==> src/rtl/cpu_run_ctrl.sv <==
// Run control for the single-cycle CPU: clock-enable divider,
// debounced start/step buttons and run/pause/step/halt sequencing.
`timescale 1ns/1ps
module cpu_run_ctrl #(
  parameter int DIV_WIDTH       = 8,
  parameter int DEFAULT_DIV     = 4,
  parameter int DEBOUNCE_CYCLES = 16,
  parameter int RST_HOLD        = 4
) (
  input  logic                 clk,
  input  logic                 rst_n,
  input  logic                 start,
  input  logic                 step,
  input  logic                 mode,
  input  logic                 div_load,
  input  logic [DIV_WIDTH-1:0] div_value,
  input  logic                 halt_req,
  output logic                 cpu_ce,
  output logic                 cpu_rst_n,
  output logic                 running,
  output logic [31:0]          cycle_count
);

  localparam int DBW = $clog2(DEBOUNCE_CYCLES);
  localparam int HW  = $clog2(RST_HOLD + 1);

  typedef enum logic [2:0] {
    S_RESET_HOLD,
    S_IDLE,
    S_RUN,
    S_PAUSE,
    S_STEP,
    S_HALTED
  } state_t;

  state_t state, state_n;

  logic [1:0]     btn;
  logic [1:0]     sync1;
  logic [1:0]     sync2;
  logic [1:0]     db;
  logic [1:0]     db_q;
  logic [1:0]     pulse;
  logic [DBW-1:0] db_cnt [2];
  logic           start_p;
  logic           step_p;

  logic [DIV_WIDTH-1:0] div_q;
  logic [DIV_WIDTH-1:0] div_cnt;
  logic                 term;
  logic                 run_adv;
  logic                 tick;
  logic                 ce_next;
  logic [HW-1:0]        hold_cnt;

  assign btn     = {step, start};
  assign start_p = pulse[0];
  assign step_p  = pulse[1];

  // Any disagreement gap restarts the stability count.
  always_ff @(posedge clk) begin
    if (!rst_n) begin
      sync1 <= '0;
      sync2 <= '0;
      db    <= '0;
      db_q  <= '0;
      pulse <= '0;
      for (int i = 0; i < 2; i++) begin
        db_cnt[i] <= '0;
      end
    end else begin
      sync1 <= btn;
      sync2 <= sync1;
      db_q  <= db;
      pulse <= db & ~db_q;
      for (int i = 0; i < 2; i++) begin
        if (sync2[i] == db[i]) begin
          db_cnt[i] <= '0;
        end else if (db_cnt[i] ==
                     DBW'(DEBOUNCE_CYCLES - 1)) begin
          db[i]     <= sync2[i];
          db_cnt[i] <= '0;
        end else begin
          db_cnt[i] <= db_cnt[i] + 1'b1;
        end
      end
    end
  end

  always_comb begin
    state_n = state;
    unique case (state)
      S_RESET_HOLD: begin
        if (hold_cnt == HW'(RST_HOLD - 1)) begin
          state_n = S_IDLE;
        end
      end
      S_IDLE: begin
        if (start_p) begin
          state_n = mode ? S_STEP : S_RUN;
        end
      end
      S_RUN, S_STEP: begin
        if (halt_req) begin
          state_n = S_HALTED;
        end else if (start_p) begin
          state_n = S_PAUSE;
        end
      end
      S_PAUSE: begin
        if (start_p) begin
          state_n = S_RUN;
        end
      end
      S_HALTED: begin
        if (start_p) begin
          state_n = S_RESET_HOLD;
        end
      end
      default: state_n = S_RESET_HOLD;
    endcase
  end

  // The divider only advances on cycles that stay in RUN,
  // so a pause or halt never swallows a partial count.
  assign term    = (div_q <= DIV_WIDTH'(1)) ||
                   (div_cnt == div_q - DIV_WIDTH'(1));
  assign run_adv = (state == S_RUN) && (state_n == S_RUN);
  assign tick    = run_adv && term && !div_load;
  assign ce_next = tick ||
                   ((state == S_STEP) &&
                    (state_n == S_STEP) && step_p);

  always_ff @(posedge clk) begin
    if (!rst_n) begin
      div_q   <= DIV_WIDTH'(DEFAULT_DIV);
      div_cnt <= '0;
    end else if (div_load) begin
      div_q   <= div_value;
      div_cnt <= '0;
    end else if ((state == S_IDLE) &&
                 (state_n == S_RUN)) begin
      div_cnt <= '0;
    end else if (run_adv) begin
      div_cnt <= term ? '0 : div_cnt + DIV_WIDTH'(1);
    end
  end

  always_ff @(posedge clk) begin
    if (!rst_n) begin
      state       <= S_RESET_HOLD;
      hold_cnt    <= '0;
      cpu_ce      <= 1'b0;
      cpu_rst_n   <= 1'b0;
      running     <= 1'b0;
      cycle_count <= '0;
    end else begin
      state     <= state_n;
      hold_cnt  <= ((state == S_RESET_HOLD) &&
                    (state_n == S_RESET_HOLD)) ?
                   hold_cnt + 1'b1 : '0;
      cpu_ce    <= ce_next;
      cpu_rst_n <= (state_n != S_RESET_HOLD);
      running   <= (state_n == S_RUN) ||
                   (state_n == S_STEP);
      if (state_n == S_RESET_HOLD) begin
        cycle_count <= '0;
      end else if (ce_next && (cycle_count != '1)) begin
        cycle_count <= cycle_count + 32'd1;
      end
    end
  end

endmodule

==> config.mk <==
export PLATFORM = sky130hd
export DESIGN_NAME = cpu_run_ctrl
export DESIGN_NICKNAME = d
export VERILOG_FILES = /design/src/rtl/cpu_run_ctrl.sv
export SDC_FILE = /design/constraint.sdc
export NUM_CORES = 1
export LEC_CHECK = 0
export ABC_AREA = 1
export CAP_MARGIN = 40
export CORE_MARGIN = 3
export CORE_UTILIZATION = 40
export CTS_BUF_LIST = sky130_fd_sc_hd__clkbuf_4 sky130_fd_sc_hd__clkbuf_8 sky130_fd_sc_hd__clkbuf_16
export DETAILED_ROUTE_END_ITERATION = 12
export PLACE_DENSITY = 0.61
export SETUP_SLACK_MARGIN = 0.1
export SLEW_MARGIN = 20
export SYNTH_ARGS = -nofsm -noshare
export SYNTH_HDL_FRONTEND = slang
export SYNTH_SLANG_ARGS = --single-unit
==> constraint.sdc <==
create_clock -name clk -period 5.6 [get_ports clk]
set_input_delay 1.4 -clock clk [delete_from_list [all_inputs] [get_ports clk]]
set_output_delay 1.4 -clock clk [all_outputs]
set_load 0.02 [all_outputs]
==> impl_metrics.ini <==
[outcome]
status = finished clean

[global_routing]
globalRouteOverflowTotal = 0
grt_pass1_vias = 3659
grt_max_degree = 35
groute.usage.overall_pct = 17.5
globalRouteMet3Util_pct = 3.04
grt-busiest-layer = met2
antenna_found_initial = 0
grt.met1_usage_pct = 23.7
grt_use_met2_pct = 28.3
grt_pass1_wl_um = 16800

[critical_path]
r2r_start = cycle_count[0]
crit_path_start = rst_n
required_ps = 5880
reg2reg_slack_ps = 2870
cp.arrival_ps = 3440
worstSetupEndpoint = div_cnt[2]
worstRegToRegCells = 10
path_class = input pin to flop
reg2reg_to = cycle_count[27]
cp-end-kind = flop
crit_path_start_kind = input pin
crit_fanout = 19

[synth]
netlist_instances = 579
synthDistinctLibCells = 40
synth_area_leaders = dfxtp_1 (32%), nand2_1 (12%), nor2_1 (6.5%)
synth_area_per_cell_um2 = 7.27
synth_area_leader_cell = dfxtp_1
synth-seq-cells = 75
seq_area_frac_synth_pct = 37.6
synth-warning-count = 0
synth.top_cell.area_share_pct = 31.9
netlist_area_um2 = 4210

[power_and_ir_drop]
comb_power_share_pct = 10.7
p_leak_uw = 0.00194
switching_share_pct = 27.8
switching_power_uw = 294
power_frac_clock_pct = 35.1
pwr-share-seq_pct = 54.2
ir_drop_v = 0.000130
power_density_nw_per_um2 = 213
internal-power_uw = 763

[placement]
gp_congestion = 0.908
dp_cells = 755
io_buffers = 49
dpl.hpwl_um = 7340

[cts]
cts_buffers = 9
cts-root-buf = clkbuf_8
htreeDepth = 3
cts_resized = 0
clock_sinks = 75
cts_tree = done
clockBufferDepth = 2
insertion_delay_ps = 350
clkSlewWorstSetupHoldPaths_ps = 80
hold_buffers = 0
cts_setup_buffers = 0

[sta]
fin_crit_sh_pct = 56.3
worst_pin_slew_ps = 615
grt_setup_unrepaired = no
hold_violations = 0
setup_viol_count_final = 0
fin_crit_ps = 3150
tns_ps = 0
timing.fmax_ghz = 0.317
fin_skew_ps = 9.61
slew_headroom_pct = 58.6
slew_violations = 0

[floorplanning]
start_util_pct = 42.1
core_um2 = 10000
num_rows = 36
die_h_um = 109
io_pins = 50
dieArea_um2 = 11800
die_x_um = 109

[detailed_routing]
dr.pass1.iters = 4
totalWireLength_um = 9630
drc = 0
avgRoutedWirePerCell_um = 12.5
vias_per_cell = 4.98
drtIter0Drc = 230
ant_nets = 0
vias = 3838

[worst_hold_path]
hold_start = db_q[1]
worstHoldPathType = flop to flop
hold_depth = 1

[cells_and_area]
diodes = 0
finalNonFillerCells = 771
layout-drive-gt1-share_pct = 7.52
fin_util_pct = 49.7
area_growth_pct = 18.0
fillers = 1019
nets = 656

[flow_run]
max_cap_viol_count = 0
final cells by class:
cell class	count	area, um2	share of cell area (%)
repair buffers	51	520	10.5
clock buffers	9	124	2.49
clock inverters	7	45.0	0.907
flip-flops and latches	75	1580	31.8
well taps	133	166	3.35
inverters	62	235	4.73
multi-input cells	434	2300	46.2
power by group through the flow:
stage,Combinational [uW],Sequential [uW],Clock (uW)
floorplan,78.3,584,0
global placement,106,585,0
detailed placement,114,585,0
CTS,114,573,383
global route,130,575,405
finish,113,573,371
cells in the final DEF (no fill, tap or decap), drive strengths merged, types with 7 or more instances in the layout:
cell type,netlist,routed
edfxtp,8,8
clkbuf,5,9
nor4,7,7
nor3,14,14
inv,62,62
nor2,78,78
o21ai,13,13
a21oi,42,42
conb,1,8
xor2,25,25
dfxtp,67,67
nand3,64,64
nand4,9,9
clkdlybuf4s50,0,49
nand2,141,141
clkinv,0,7
xnor2,14,14
ha,8,8
sequential cells by signal, summed over array words and instances (netlist names):
register	cells
div_q	8
pulse	2
sync2	2
db_q	2
cpu_ce	1
db_cnt	8
db	2
running	1
state	3
div_cnt	8
sync1	2
cycle_count	32
cpu_rst_n	1
hold_cnt	3
worst min path at each step:
| stage | endpoint | slack [ps] |
|---|---|---|
| after floorplan | pulse[1] | 370 |
| after global placement | pulse[0] | 380 |
| after detailed placement | pulse[0] | 390 |
| after CTS | pulse[0] | 400 |
| after global routing | pulse[0] | 400 |
| final | pulse[1] | 400 |
kinds of logic (layout without fill, tap and decap cells):
kind of cell / after synthesis / in the layout / share of synthesized area, %
flops: 75 / 75 / 37.6
other cells: 1 / 8 / 0.0891
fa+ha+maj: 8 / 8 / 2.38
compound gates: 61 / 61 / 7.61
buf+inv: 77 / 129 / 8.50
xor+xnor: 39 / 39 / 8.12
simple gates: 318 / 318 / 35.7
critical path, cell delays in order:
cell	delay [ps]
clkdlybuf4s50_1	860
inv_1	290
a31oi_1	240
nand3_1	280
inv_1	200
nand2_1	70
nor2_1	80
per-stage QoR:
step | instance area [um2] | hold slack, ps | power [uW] | setup WS [ps]
3_3_place_gp | 4770 | 375 | 691 | 1970
3_5_place_dp | 4800 | 385 | 699 | 2070
5_1_grt | 4970 | 401 | 1110 | 2210
6_report | 4970 | 395 | 1060 | 2450
2_1_floorplan | 4240 | 368 | 662 | 2920
4_1_cts | 4970 | 397 | 1070 | 2430
Yosys cell counts (all sizes together):
master and instances:
a211oi 1, a21oi 42, a31oi 1, and3 1, buf 10, clkbuf 5
conb 1, dfxtp 67, edfxtp 8, ha 8, inv 62, nand2 141
nand3 64, nand3b 1, nand4 9, nor2 78, nor3 14, nor3b 3
nor4 7, o2111ai 1, o211ai 2, o21a 1, o21ai 13, xnor2 14
xor2 25
per-layer routing:
| metal | wire length, um | vias to the layer above |
|---|---|---|
| li1 | - | 1981 |
| met1 | 4650 | 1776 |
| met2 | 4390 | 69 |
| met3 | 471 | 12 |
| met4 | 116 | 0 |
| met5 | 0 | - |
(Power assumes the default switching activity.)
